<file path="config.mk">
export PLATFORM = sky130hd
export DESIGN_NAME = req_encoder_16to4_flat
export DESIGN_NICKNAME = d
export VERILOG_FILES = /design/src/rtl/enc_pkg.sv /design/src/rtl/req_encoder_16to4_if.sv /design/src/rtl/prio_enc16.sv /design/src/rtl/req_encoder_16to4.sv /design/src/flat_wrapper.sv
export SDC_FILE = /design/constraint.sdc
export NUM_CORES = 1
export LEC_CHECK = 0
export BUFFER_PORTS_ARGS = -buffer_cell sky130_fd_sc_hd__buf_2
export CORE_MARGIN = 5
export CORE_UTILIZATION = 50
export DETAILED_ROUTE_END_ITERATION = 16
export GPL_TIMING_DRIVEN = 0
export PLACE_DENSITY = 0.75
export SLEW_MARGIN = 5
export SYNTH_ARGS = -nofsm -noshare
export SYNTH_HDL_FRONTEND = slang
export SYNTH_SLANG_ARGS = --single-unit
</file>
<file path="constraint.sdc">
create_clock -name clk -period 8 [get_ports clk]
set_input_delay 1.2 -clock clk [delete_from_list [all_inputs] [get_ports clk]]
set_output_delay 1.2 -clock clk [all_outputs]
set_load 0.1 [all_outputs]
</file>
<file path="src/rtl/enc_pkg.sv">
// Shared types and helpers for the 16-to-4 sequential request encoder.
// Optional feature macro used by the encoder: ENC_ROUND_ROBIN_EN.
package enc_pkg;

  localparam int N     = 16;
  localparam int IDX_W = $clog2(N);

  typedef logic [N-1:0]     req_vec_t;
  typedef logic [IDX_W-1:0] idx_t;
  // Wide enough to count every request line (0..N).
  typedef logic [IDX_W:0]   pop_t;

  typedef enum logic {
    IDLE  = 1'b0,
    OFFER = 1'b1
  } enc_state_t;

  // One-hot vector with only bit 'idx' set; the decoder's view of an index.
  function automatic req_vec_t onehot(input idx_t idx);
    req_vec_t v;
    v      = '0;
    v[idx] = 1'b1;
    return v;
  endfunction

  // Number of set bits in a request vector.
  function automatic pop_t popcount(input req_vec_t v);
    pop_t c;
    c = '0;
    for (int i = 0; i < N; i++) begin
      c = c + pop_t'(v[i]);
    end
    return c;
  endfunction

endpackage

</file>
<file path="src/rtl/req_encoder_16to4_if.sv">
// Valid/ready offer channel between the encoder (master) and its consumer (slave).
interface req_encoder_16to4_if;
  import enc_pkg::*;

  logic out_valid;
  logic out_ready;
  idx_t out_idx;

  modport master (
    output out_valid,
    output out_idx,
    input  out_ready
  );

  modport slave (
    input  out_valid,
    input  out_idx,
    output out_ready
  );

endinterface

</file>
<file path="src/rtl/prio_enc16.sv">
// Combinational 16-line priority encoder with a movable starting point.
// The search begins at 'start' and walks downward, wrapping from 0 to 15;
// start=15 gives plain fixed priority (bit 15 highest, bit 0 lowest).
module prio_enc16
  import enc_pkg::*;
(
  input  req_vec_t vec,
  input  idx_t     start,
  output idx_t     idx,
  output logic     any
);

  idx_t pos;

  // Scan from lowest to highest priority so the last hit (nearest to start) wins.
  always_comb begin
    // NOTE: every variable gets a default before any conditional write, so no latch is inferred.
    idx = start;
    pos = start;
    for (int k = N - 1; k >= 0; k--) begin
      pos = start - idx_t'(k);
      if (vec[pos]) begin
        idx = pos;
      end
    end
  end

  assign any = |vec;

endmodule

</file>
<file path="src/rtl/req_encoder_16to4.sv">
// Sequential 16-to-4 priority encoder: latches request pulses into a pending
// register and offers the highest-priority pending index over valid/ready.
// Merged (already-pending) requests set a sticky ovf flag and are counted in a
// saturating drop counter.
// Optional feature macro: ENC_ROUND_ROBIN_EN (rotating search start pointer).
module req_encoder_16to4
  import enc_pkg::*;
#(
  parameter int CNT_W = 8
) (
  input  logic                      clk,
  input  logic                      rst_n,
  input  req_vec_t                  req,
  input  logic                      ovf_clr,
  req_encoder_16to4_if.master       out_if,
  output req_vec_t                  pending,
  output logic                      ovf,
  output logic [CNT_W-1:0]          drop_cnt
);

  enc_state_t       state_q, state_d;
  req_vec_t         pending_q, pending_d;
  req_vec_t         clr, drops;
  idx_t             out_idx_q, out_idx_d;
  idx_t             start, sel_idx;
  logic             sel_any;
  logic             accept;
  logic             ovf_q, ovf_d;
  logic [CNT_W-1:0] drop_cnt_q, drop_cnt_d, cnt_base;
  logic [CNT_W:0]   drop_sum;
  pop_t             drop_pop;

  assign accept = (state_q == OFFER) & out_if.out_ready;

  // Retire the accepted index and merge new requests; a same-edge request re-sets the bit.
  always_comb begin
    clr       = accept ? onehot(out_idx_q) : '0;
    drops     = req & pending_q & ~clr;
    pending_d = (pending_q & ~clr) | req;
  end

`ifdef ENC_ROUND_ROBIN_EN
  idx_t ptr_q, ptr_d;

  // After accepting index i, start the next search just below i so i becomes lowest priority.
  always_comb begin
    ptr_d = ptr_q;
    if (accept) begin
      ptr_d = out_idx_q - idx_t'(1);
    end
  end

  // Rotating pointer register; reset value 15 matches fixed priority.
  always_ff @(posedge clk or negedge rst_n) begin
    if (!rst_n) begin
      ptr_q <= '1;
    end else begin
      ptr_q <= ptr_d;
    end
  end

  // The selection made on an accept edge already uses the rotated pointer.
  assign start = ptr_d;
`else
  assign start = '1;
`endif

  // Select the next index from the post-update pending vector.
  prio_enc16 u_prio (
    .vec   (pending_d),
    .start (start),
    .idx   (sel_idx),
    .any   (sel_any)
  );

  // FSM state register.
  always_ff @(posedge clk or negedge rst_n) begin
    // NOTE: sequential state uses non-blocking assignments so all flops update together.
    if (!rst_n) begin
      state_q <= IDLE;
    end else begin
      state_q <= state_d;
    end
  end

  // FSM next state: leave IDLE when anything is pending, return once the last one is taken.
  always_comb begin
    state_d = state_q;
    case (state_q)
      IDLE:    if (sel_any)             state_d = OFFER;
      OFFER:   if (accept && !sel_any)  state_d = IDLE;
      default:                          state_d = IDLE;
    endcase
  end

  // FSM output: load a new index when starting an offer or after an accept; otherwise hold it stable.
  always_comb begin
    out_idx_d = out_idx_q;
    case (state_q)
      IDLE:    if (sel_any)            out_idx_d = sel_idx;
      OFFER:   if (accept && sel_any)  out_idx_d = sel_idx;
      default:                         out_idx_d = out_idx_q;
    endcase
  end

  // Overflow flag and saturating drop count; a drop on the clear edge survives the clear.
  always_comb begin
    drop_pop   = popcount(drops);
    cnt_base   = ovf_clr ? '0 : drop_cnt_q;
    drop_sum   = {1'b0, cnt_base} + (CNT_W + 1)'(drop_pop);
    drop_cnt_d = drop_sum[CNT_W] ? '1 : drop_sum[CNT_W-1:0];
    ovf_d      = (ovf_q & ~ovf_clr) | (|drops);
  end

  // Datapath registers: pending vector, offered index, overflow state.
  always_ff @(posedge clk or negedge rst_n) begin
    if (!rst_n) begin
      pending_q  <= '0;
      out_idx_q  <= '0;
      ovf_q      <= 1'b0;
      drop_cnt_q <= '0;
    end else begin
      pending_q  <= pending_d;
      out_idx_q  <= out_idx_d;
      ovf_q      <= ovf_d;
      drop_cnt_q <= drop_cnt_d;
    end
  end

  assign out_if.out_valid = (state_q == OFFER);
  assign out_if.out_idx   = out_idx_q;
  assign pending          = pending_q;
  assign ovf              = ovf_q;
  assign drop_cnt         = drop_cnt_q;

endmodule
</file>
<file path="src/flat_wrapper.sv">
// flat-port wrapper written by rule: the top's interface ports become plain ports
module req_encoder_16to4_flat import enc_pkg::*;
#(
  parameter int CNT_W = 8
)
  (clk, rst_n, req, ovf_clr, pending, ovf, drop_cnt, out_if_out_valid, out_if_out_idx, out_if_out_ready);
  req_encoder_16to4_if out_if_i ();
  input  logic clk;
  input  logic rst_n;
  input  req_vec_t req;
  input  logic ovf_clr;
  output req_vec_t pending;
  output logic ovf;
  output logic [CNT_W-1:0] drop_cnt;
  output wire logic [$bits(out_if_i.out_valid)-1:0] out_if_out_valid;
  output wire logic [$bits(out_if_i.out_idx)-1:0] out_if_out_idx;
  input wire logic [$bits(out_if_i.out_ready)-1:0] out_if_out_ready;
  assign out_if_out_valid = out_if_i.out_valid;
  assign out_if_out_idx = out_if_i.out_idx;
  assign out_if_i.out_ready = out_if_out_ready;
  req_encoder_16to4 #(.CNT_W(CNT_W)) u_core (.clk(clk), .rst_n(rst_n), .req(req), .ovf_clr(ovf_clr), .out_if(out_if_i), .pending(pending), .ovf(ovf), .drop_cnt(drop_cnt));
endmodule
</file>
Word-level counts from Yosys, hierarchy flattened
Index checks and enable logic that the tools add are counted. Widths: inputs -> output; s select.

Word-level logic and storage cells: 69. Bits of input ports: 20. Register bits after elaboration: 30. Output and inout bits: 30.

Equality and inequality tests: 2. Reductions and logical operators: 7. Add/subtract/negate cells: 16. Bitwise gates (word level): 10. $lt $le $gt $ge: 2. Muxes and demuxes: 27.

Operators by type and width (number): $mux 4 (18); $add 5x1->5 (14); $and 16x16->16 (3); $reduce_or 16->1 (2); $mux 16 (1); $mux 8 (2); $not 16->16 (1); $or 16x16->16 (1); $add 8x5->9 (1); $pmux 4 s2 (1); $lt 4x5->1 const B (1); $demux 1 s4 (1); $ge 4x1->1 const B (1); $logic_and 1x1->1 (3); $mux 1 (3); $add 1x1->2 (1); $and 1x1->1 (2); $ne 2x1->1 const B (1); $ne 2x2->1 const B (1); $not 1->1 (2); $pmux 1 s2 (1); $reduce_and 2->1 (1); $logic_not 1->1 (1); $or 1x1->1 (1).

Depth between registers and ports, before layout
Gate-level depths: netlist of the first run.

Depth in word-level cells: 26. Gate-level depth with buffers: 22. Gate-level depth less buffers: 22.

Cells and area by module
From an unflattened synthesis of the first run, not the netlist that was laid out.

Cell total of the unflattened synthesis: 449. Area total of the unflattened synthesis: 4241.6 um2.

Modules (own cells, without submodules): prio_enc16 (area each 2244.7 um2, cells an instance 246, instances 1, seq. area each 0.0 um2); req_encoder_16to4 (area each 1996.9 um2, cells an instance 203, instances 1, seq. area each 750.7 um2).

Least setup slack after synthesis of the first run
OpenSTA, ideal clock, no wires.

Path kind: input-to-reg. Start point: input port out_if_out_ready. End point: register u_core.drop_cnt_q[7] (netlist: u_core.drop_cnt[7]). Buffers on the path: 0. Slack: 1247 ps. Required time: 7874 ps. Stages on the path: 19. Arrival time: 6627 ps. Setup time: 126 ps. Path through: nand4b_1 > o311ai_0 > inv_1 > ha_1 > inv_1 > fa_1 > fa_1 > fa_1 > inv_1 > fa_1 > fa_1 > fa_1 > fa_1 > a21o_1 > a21oi_1 > nor2b_1 > nor2_1 > nand2_1 > o311a_1.

Longest elaborated chain between the ends: 21.

Ends and longest elaborated chain: start: declaration (line flat_wrapper.sv:17) `input wire logic [$bits(out_if_i.out_ready)-1:0] out_if_out_ready;`; $and 1x1->1 (*) (line req_encoder_16to4.sv:33) `assign accept = (state_q == OFFER) & out_if.out_ready;`; $mux 16 (*) (line req_encoder_16to4.sv:37) `clr = accept ? onehot(out_idx_q) : '0;`; $not 16->16 (*) (line req_encoder_16to4.sv:38) `drops = req & pending_q & ~clr;`; $and 16x16->16 (*) (line req_encoder_16to4.sv:38); $add 1x1->2 (line enc_pkg.sv:31) `c = c + pop_t'(v[i]);`; $add 5x1->5 (13 in a row) (line enc_pkg.sv:31); $add 5x1->5 (*) (line enc_pkg.sv:31); $add 8x5->9 (*) (line req_encoder_16to4.sv:110) `drop_sum = {1'b0, cnt_base} + (CNT_W + 1)'(drop_pop);`; $mux 8 (*) (line req_encoder_16to4.sv:111) `drop_cnt_d = drop_sum[CNT_W] ? '1 : drop_sum[CNT_W-1:0];`; named net u_core.drop_cnt_d[7] (line req_encoder_16to4.sv:29) `logic [CNT_W-1:0] drop_cnt_q, drop_cnt_d, cnt_base;`; end signal: assignment (line req_encoder_16to4.sv:126) `drop_cnt_q <= drop_cnt_d;`; end: declaration (line req_encoder_16to4.sv:29).

The timed path passes the listed nets; every way through them passes the cells marked *. A chain may end at the register's enable or synchronous reset.

Final worst setup path of the first run
Start point: input port out_if_out_ready. End point: register u_core.drop_cnt_q[6] (netlist: u_core.drop_cnt[6]).

Same word-level chain as after synthesis.

==> results_tabular.tex, run 1 <==
\begin{tabular}{lr}
\hline
Metric & Value \\
\hline
\multicolumn{2}{l}{\textbf{Outcome}} \\
\quad Result of the run & complete, no violations \\
\multicolumn{2}{l}{\textbf{Global route}} \\
\quad Maximum number of pins on one net before global-route repair & 31 \\
\quad GR Util All Layers & around a fifth \\
\quad Wire length of the first global-routing pass & roughly 9000 µm \\
\quad Most Used Layer, Global Route & met2 \\
\quad Via count of the first global-routing pass & about 1,800 \\
\quad Met2 Track Usage GR & between 20\% and 30\% \\
\quad Antenna violations before repair & 0 \\
\quad Met3 Use GR & 4.255\% \\
\quad Overflow after GRT & 0 \\
\quad Met1 demand-to-capacity share in global routing & 27.82\% \\
\multicolumn{2}{l}{\textbf{Placed design}} \\
\quad Placed Instances & between 300 and 400 \\
\quad Count of buffers inserted at the top-level ports & 49 \\
\quad Hpwl dp & 4227 µm \\
\quad Routability congestion estimate from global placement & 0.8620 \\
\multicolumn{2}{l}{\textbf{Critical path}} \\
\quad Critical path's most frequent cell & fa\_1 \\
\quad Sort of element at the end of the critical path & flop \\
\quad Kind of start point of the critical path & input port \\
\quad Critical path class & in2reg \\
\quad Setup slack on the worst flop-to-flop path & 1390 ps \\
\quad Worst r2r src & u\_core.out\_if.out\_idx[1] \\
\quad CP Data Arrival Time & roughly 7300 ps \\
\quad WP data required & 8180 ps \\
\quad Worst-case reg-to-reg path depth & 19 \\
\quad CP max stage cell & o311ai\_0 \\
\quad End of the worst register-to-register path & u\_core.drop\_cnt[6] \\
\quad Critical path, cell by cell & buf\_2 -> nand4b\_1 -> o311ai\_0 -> inv\_1 -> ha\_1 -> inv\_1 -> fa\_1 -> fa\_1 -> fa\_1 -> inv\_1 -> fa\_1 -> fa\_1 -> fa\_1 -> fa\_1 -> a21o\_1 -> a21oi\_1 -> nor2b\_1 -> o21ai\_0 -> mux2i\_1 -> nor2\_1 \\
\quad Maximum fanout along the worst path & 6 \\
\quad Largest stage delay on the critical path & between 600 and 700 ps \\
\multicolumn{2}{l}{\textbf{STA}} \\
\quad Final setup violating endpoints & 0 \\
\quad Final hold viol count & 0 \\
\quad Setup TNS Final & 0 ps \\
\quad Setup Skew & approximately 7.8 ps \\
\quad Pins Over Slew Limit & 0 \\
\quad Timing-limited maximum frequency & approximately 140 MHz \\
\quad Final Cycle Share & 89.38\% \\
\quad Crit path time final & slightly above 7000 ps \\
\quad Actual slew at the worst max-slew pin & 794.6 ps \\
\quad Relative slew slack & a little under half \\
\quad RSZ-0062 raised after global routing & false \\
\multicolumn{2}{l}{\textbf{Yosys}} \\
\quad Number of flops mapped to enable cells by yosys & 0 \\
\quad Post-Synthesis Cells & $\sim$220 \\
\quad Portion of synthesized cell area occupied by the leading cell type & 34.21\% \\
\quad Number of storage elements in the synthesis netlist & 30 \\
\quad Count of synthesis-stage warnings from yosys & 0 \\
\quad Avg Synthesized Cell Area & roughly 10 µm² \\
\quad Post-Synthesis Net Count & $\sim$270 \\
\quad Most instantiated flip-flop cell in the synthesis netlist & dfrtp\_1 \\
\quad Synthesized area & about 0.0022 mm² \\
\quad Library cell occupying the most area in the post-synthesis netlist & dfrtp\_1 \\
\quad Cell types with the largest area share after synthesis & dfrtp\_1, fa\_1, ha\_1 \\
\quad Share of synthesized area occupied by flip-flops and latches & roughly a third \\
\quad Async set or reset register ratio after synthesis & 100.0\% \\
\quad Count of unique library cells instantiated by Yosys & slightly above 50 \\
\multicolumn{2}{l}{\textbf{Power}} \\
\quad Leakage power & 1.123 nW \\
\quad Peak VDD IR & roughly 0.3 mV \\
\quad Pwr dens & roughly 300 mW/mm² \\
\quad Overall Power & about 0.0008 W \\
\multicolumn{2}{l}{\textbf{Clocking}} \\
\quad Clock-pin slew reported for the worst setup and hold paths after clock tree synthesis & about 70 ps \\
\quad CTS max path bufs & 2 \\
\quad TritonCTS clock tree & yes \\
\quad CTS hold repair buffers & 0 \\
\quad Clock tree root buffer cell & clkbuf\_8 \\
\quad Maximum level of the CTS H-tree & 2 \\
\quad Cells resized by post-CTS repair & 0 \\
\quad Source-to-sink clock delay at the later pin of the worst-skew pair & slightly below 300 ps \\
\quad Number of clock sinks seen by CTS & 30 \\
\quad Clock buffer count from CTS & 5 \\
\quad Number of buffers inserted to repair setup after CTS & 0 \\
\multicolumn{2}{l}{\textbf{Finish}} \\
\quad Antenna diode count & 0 \\
\quad Most frequent standard cell in the layout excluding fill and tap cells & buf\_2 \\
\quad \# nets final & between 300 and 400 \\
\quad Final cell count without fillers & about 330 \\
\quad Layout area overhead & 18.47\% \\
\quad Top library cells by usage in the layout, fill and taps aside & buf\_2, dfrtp\_1, inv\_1 \\
\quad Fill cell instance count of the final layout & between 300 and 400 \\
\quad Fraction of layout instances using a drive strength above 1 & around 28\% \\
\multicolumn{2}{l}{\textbf{Min path}} \\
\quad Tightest Hold Check Type & reg2reg \\
\quad Number of cells on the worst hold path & 1 \\
\quad Beginning of the worst hold path & u\_core.pending[3] \\
\quad Endpoint, Worst Hold & u\_core.pending[3] \\
\multicolumn{2}{l}{\textbf{Routing}} \\
\quad Number of vias after detailed routing & $\sim$1,800 \\
\quad Number of iterations in the first detailed-routing pass & 4 \\
\quad First-iteration detailed-routing DRC count & between 100 and 150 \\
\quad Final ANT Viol Nets & 0 \\
\quad Total Routed Length & around 5300 µm \\
\quad Per-cell routed wire length & about 16 µm \\
\quad Drt via density & approximately 5.5 \\
\quad \# DRC & 0 \\
\multicolumn{2}{l}{\textbf{Die}} \\
\quad I/O Pins & 50 \\
\quad Overall die height & roughly 76 µm \\
\quad Starting utilization of the core area & 51.11\% \\
\quad Area of the die & 0.005814 mm² \\
\quad Core box area & 0.004294 mm² \\
\quad Horizontal die dimension & between 70 and 80 µm \\
\quad Standard-cell row count & 24 \\
\multicolumn{2}{l}{\textbf{Flow run}} \\
\quad Max-cap viol count & 0 \\
\hline
\end{tabular}
==> routing by layer <==
layer / part of all wire, % / vias up
li1: - / 894
met1: 49 / 863
met2: 44 / 69
met3: 6.1 / 7
met4: 1.7 / 0
met5: 0 / -
==> critical path, delay by kind of cell <==
family	cells	cell delay, ps
AO/OA/AOI/OAI	4	1290
buffers and inverters	4	340
multiplexers	1	240
adder cells (fa/ha/maj)	8	3800
AND/OR/NAND/NOR	3	460
==> sequential cells by signal, indices dropped and copies added (netlist names) <==
signal,count
u_core.pending,16
u_core.drop_cnt,8
u_core.out_if.out_idx,4
u_core.out_if.out_valid,1
u_core.ovf,1
==> metrics by stage <==
stage	cell area, µm²	utilization (%)	worst slack (ps)	hold slack, ps
floorplan	2195	-	1247	904.4
global placement	2505	58.33	562.3	561.7
detailed placement	2505	58.33	455.8	567.1
CTS	2600	60.55	754.3	583.0
global route	2600	60.55	454.1	598.1
finish	2600	60.55	849.7	583.8
==> how the worst max path moves through the flow <==
stage	start	end	slack, ps
floorplan	out_if_out_ready	u_core.drop_cnt[7]	1250
detailed placement	out_if_out_ready	u_core.drop_cnt[6]	460
finish	out_if_out_ready	u_core.drop_cnt[6]	850
CTS	out_if_out_ready	u_core.drop_cnt[6]	750
global placement	out_if_out_ready	u_core.drop_cnt[6]	560
global route	out_if_out_ready	u_core.drop_cnt[6]	450
==> kinds of logic after synthesis <==
logic type	count (synthesis)	synth area share [%]
and+or+nand+nor	83	22.75
AOI/OAI and AO/OA	51	17.39
DFF	30	34.21
buffers and inverters	29	5.473
adders and majority gates	23	16.88
xor gates and xnor gates	6	2.395
muxes	2	0.9122
==> power breakdown <==
part | internal [W] | switching [W] | total [W]
Combinational | 0.000164 | 0.000307 | 0.000471
Sequential | 0.000175 | 0.0000110 | 0.000186
Clock | 0.0000691 | 0.0000641 | 0.000133
==> synth_stat cells (3+ instances only) <==
library cell   n
or2_2          4
a211oi_1       3
nor2b_1        7
and2_1         6
nor3_1         4
ha_1          12
nand2b_1       4
dfrtp_1       30
a21oi_1        8
inv_1         27
nor2_1        11
nand4b_1       3
o21a_2         3
xnor2_1        4
nand4bb_1      3
o21a_1         9
a21o_1         3
fa_1          11
or3_1          6
nor4_1         4
o21ai_0        5
nand2_1       17
==> cell type report <==
type                    count  area (µm²)  area share (%)
plain buffers               2       18.77          0.7218
clock buffers               6       82.58           3.176
clock inverters             2       12.51          0.4812
inverters                  27       101.3           3.898
multi-input cells         165        1324           50.91
flip-flops and latches     30       750.7           28.87
well taps                  52       65.06           2.502
repair buffers             49       245.2           9.432
Power figures use the tool's default switching activity.
==> inputs of run 2 (changes only) <==
--- a/config.mk
+++ b/config.mk
@@ -11,6 +11,7 @@
 export DETAILED_ROUTE_END_ITERATION = 16
 export GPL_TIMING_DRIVEN = 0
 export PLACE_DENSITY = 0.75
+export RECOVER_POWER = 100
 export SLEW_MARGIN = 5
 export SYNTH_ARGS = -nofsm -noshare
 export SYNTH_HDL_FRONTEND = slang
==> run 2 against run 1 <==
Against the previous run:
- the run now ends with max-capacitance violations, max-slew violations left
- die area is the same
- fmax shrank 1.3%
- hold slack gained 1.0 ps
- sequential cell count is the same
- critical path type unchanged
- worst setup slack lost 94 ps
- utilization shrank 1.6 points
- register-to-register slack is essentially flat
- first-iteration DRC count shrank 17%
- global-route usage is the same
- sequential power is essentially flat
- critical path depth is the same
==> results_tabular.tex, run 2 (same netlist as run 1, synthesis figures left out) <==
\begin{tabular}{lr}
\hline
Metric & Value \\
\hline
\multicolumn{2}{l}{\textbf{Finish}} \\
\quad Top library cells by usage in the layout, fill and taps aside & clkbuf\_1, dfrtp\_1, inv\_1 \\
\quad \# nets final & $\sim$320 \\
\quad Layout area overhead & 15.34\% \\
\quad Most frequent standard cell in the layout excluding fill and tap cells & clkbuf\_1 \\
\quad Max FFs per register & 16 \\
\quad Fraction of layout instances using a drive strength above 1 & 14.23\% \\
\quad Antenna diode count & 0 \\
\quad Post-route standard cell area excluding fillers & 0.002531 mm² \\
\multicolumn{2}{l}{\textbf{Global route}} \\
\quad Antenna violations before repair & 0 \\
\quad Via count of the first global-routing pass & $\sim$1,800 \\
\quad Maximum number of pins on one net before global-route repair & 31 \\
\quad Overflow after GRT & 0 \\
\quad Wire length of the first global-routing pass & 8907 µm \\
\quad GR Util All Layers & roughly a fifth \\
\multicolumn{2}{l}{\textbf{Clocking}} \\
\quad Number of buffers inserted to repair setup after CTS & 0 \\
\quad Clock buffer count from CTS & 5 \\
\quad Cells resized by post-CTS repair & 0 \\
\quad Source-to-sink clock delay at the later pin of the worst-skew pair & 290 ps \\
\quad Clock tree root buffer cell & clkbuf\_8 \\
\quad CTS max path bufs & 2 \\
\quad Clock-pin slew reported for the worst setup and hold paths after clock tree synthesis & around 70 ps \\
\quad Maximum level of the CTS H-tree & 2 \\
\quad CTS hold repair buffers & 0 \\
\quad TritonCTS clock tree & yes \\
\quad Number of clock sinks seen by CTS & 30 \\
\multicolumn{2}{l}{\textbf{STA}} \\
\quad Crit path time final & 7244 ps \\
\quad Setup TNS Final & 0 ps \\
\quad RSZ-0062 raised after global routing & false \\
\quad Timing-limited maximum frequency & 138.0 MHz \\
\quad Final setup violating endpoints & 0 \\
\quad Actual slew at the worst max-slew pin & 1694 ps \\
\quad Final hold viol count & 0 \\
\quad Pins Over Slew Limit & 31 \\
\quad Final Cycle Share & a little over 90\% \\
\quad Setup Skew & between 9 and 10 ps \\
\quad Relative slew slack & -12.94\% \\
\quad Worst setup slack after layout & 756.2 ps \\
\multicolumn{2}{l}{\textbf{Routing}} \\
\quad Final ANT Viol Nets & 0 \\
\quad Drt via density & 5.511 \\
\quad \# DRC & 0 \\
\quad Number of iterations in the first detailed-routing pass & 5 \\
\quad Total Routed Length & around 5300 µm \\
\quad Number of vias after detailed routing & roughly 1,800 \\
\quad Per-cell routed wire length & $\sim$16 µm \\
\quad First-iteration detailed-routing DRC count & 123 \\
\multicolumn{2}{l}{\textbf{Power}} \\
\quad Peak VDD IR & a little over 0.3 mV \\
\quad Pwr dens & 309.6 mW/mm² \\
\quad Leakage power & between 1 and 1.5 nW \\
\multicolumn{2}{l}{\textbf{Critical path}} \\
\quad Sort of element at the end of the critical path & flop \\
\quad Worst path buffer plus inverter count & 4 \\
\quad CP max stage cell & o311ai\_0 \\
\quad Maximum fanout along the worst path & 6 \\
\quad Critical path's most frequent cell & fa\_1 \\
\quad Dominant delay contributor by cell family on the critical path & adder cells \\
\quad Critical path class & in2reg \\
\quad Critical path, cell by cell & clkbuf\_1 -> nand4b\_1 -> o311ai\_0 -> inv\_1 -> ha\_1 -> inv\_1 -> fa\_1 -> fa\_1 -> fa\_1 -> inv\_1 -> fa\_1 -> fa\_1 -> fa\_1 -> fa\_1 -> a21o\_1 -> a21oi\_1 -> nor2b\_1 -> o21ai\_0 -> mux2i\_1 -> nor2\_1 \\
\quad WP data required & 8180 ps \\
\quad Kind of start point of the critical path & input port \\
\quad Largest stage delay on the critical path & between 600 and 700 ps \\
\quad CP Data Arrival Time & approximately 7400 ps \\
\multicolumn{2}{l}{\textbf{Die}} \\
\quad Core box area & between 0.004 and 0.005 mm² \\
\quad I/O Pins & 50 \\
\quad Starting utilization of the core area & about half \\
\quad Area of the die & $\sim$0.0058 mm² \\
\quad Horizontal die dimension & 76.25 µm \\
\quad Standard-cell row count & 24 \\
\quad Overall die height & roughly 76 µm \\
\multicolumn{2}{l}{\textbf{Min path}} \\
\quad Tightest Hold Check Type & reg2reg \\
\multicolumn{2}{l}{\textbf{Placed design}} \\
\quad Post-placement setup slack & 455.8 ps \\
\quad Cell Area, Placed & 0.002505 mm² \\
\quad Count of buffers inserted at the top-level ports & 49 \\
\quad Routability congestion estimate from global placement & 0.8620 \\
\quad Hpwl dp & 4227 µm \\
\multicolumn{2}{l}{\textbf{Outcome}} \\
\quad Failing checks & max-capacitance violations, max-slew violations \\
\quad Result of the run & finished, violations left \\
\multicolumn{2}{l}{\textbf{Flow run}} \\
\quad Max-cap viol count & 1 \\
\hline
\end{tabular}
run 2: power breakdown:
part | internal [W] | leakage, nW | switching (W)
logic | 0.000159 | 0.706 | 0.000306
clock network | 0.0000691 | 0.0472 | 0.0000636
registers | 0.000175 | 0.302 | 0.0000112
run 2: metrics by stage:
stage                     hold slack [ps]  cells  util [%]  total power (W)
after global placement              561.7    325     58.33        0.0006476
after floorplan                     904.4    224         -        0.0005805
after detailed placement            567.1    325     58.33        0.0006636
after global routing                600.1    333     58.95        0.0008508
after CTS                           583.0    333     60.55        0.0007975
final                               584.8    333     58.95        0.0007836
run 2: final cells by class:
type | count | area, µm²
Sequential cell | 30 | 750.7
Buffer | 2 | 18.77
Tap cell | 52 | 65.06
Fill cell | 405 | 1763
Multi-Input combinational cell | 165 | 1295
Clock buffer | 6 | 82.58
Inverter | 27 | 101.3
Timing Repair Buffer | 49 | 205.2
Clock inverter | 2 | 12.51
run 2: worst paths after layout:
check                                         start                        to  slack [ps]  depth (start not counted)
setup / recovery                   out_if_out_ready        u_core.drop_cnt[6]         760                         20
hold / removal                    u_core.pending[3]         u_core.pending[3]         580                          1
setup reg to reg           u_core.out_if.out_idx[1]        u_core.drop_cnt[6]        1380                         19
hold reg to reg                   u_core.pending[3]         u_core.pending[3]         580                          1
max in group asynchronous                     rst_n  u_core.out_if.out_idx[3]        5670                          1
min in group asynchronous                     rst_n        u_core.pending[10]        1340                          1
run 2: metal layers:
layer  global-route usage, %  vias up  routed length, µm
li1                        -      895                  -
met1                   27.82      875               2608
met2                   27.83       58               2321
met3                   4.255        7                303
met4                   7.517        0                 87
met5                       0        -                  0
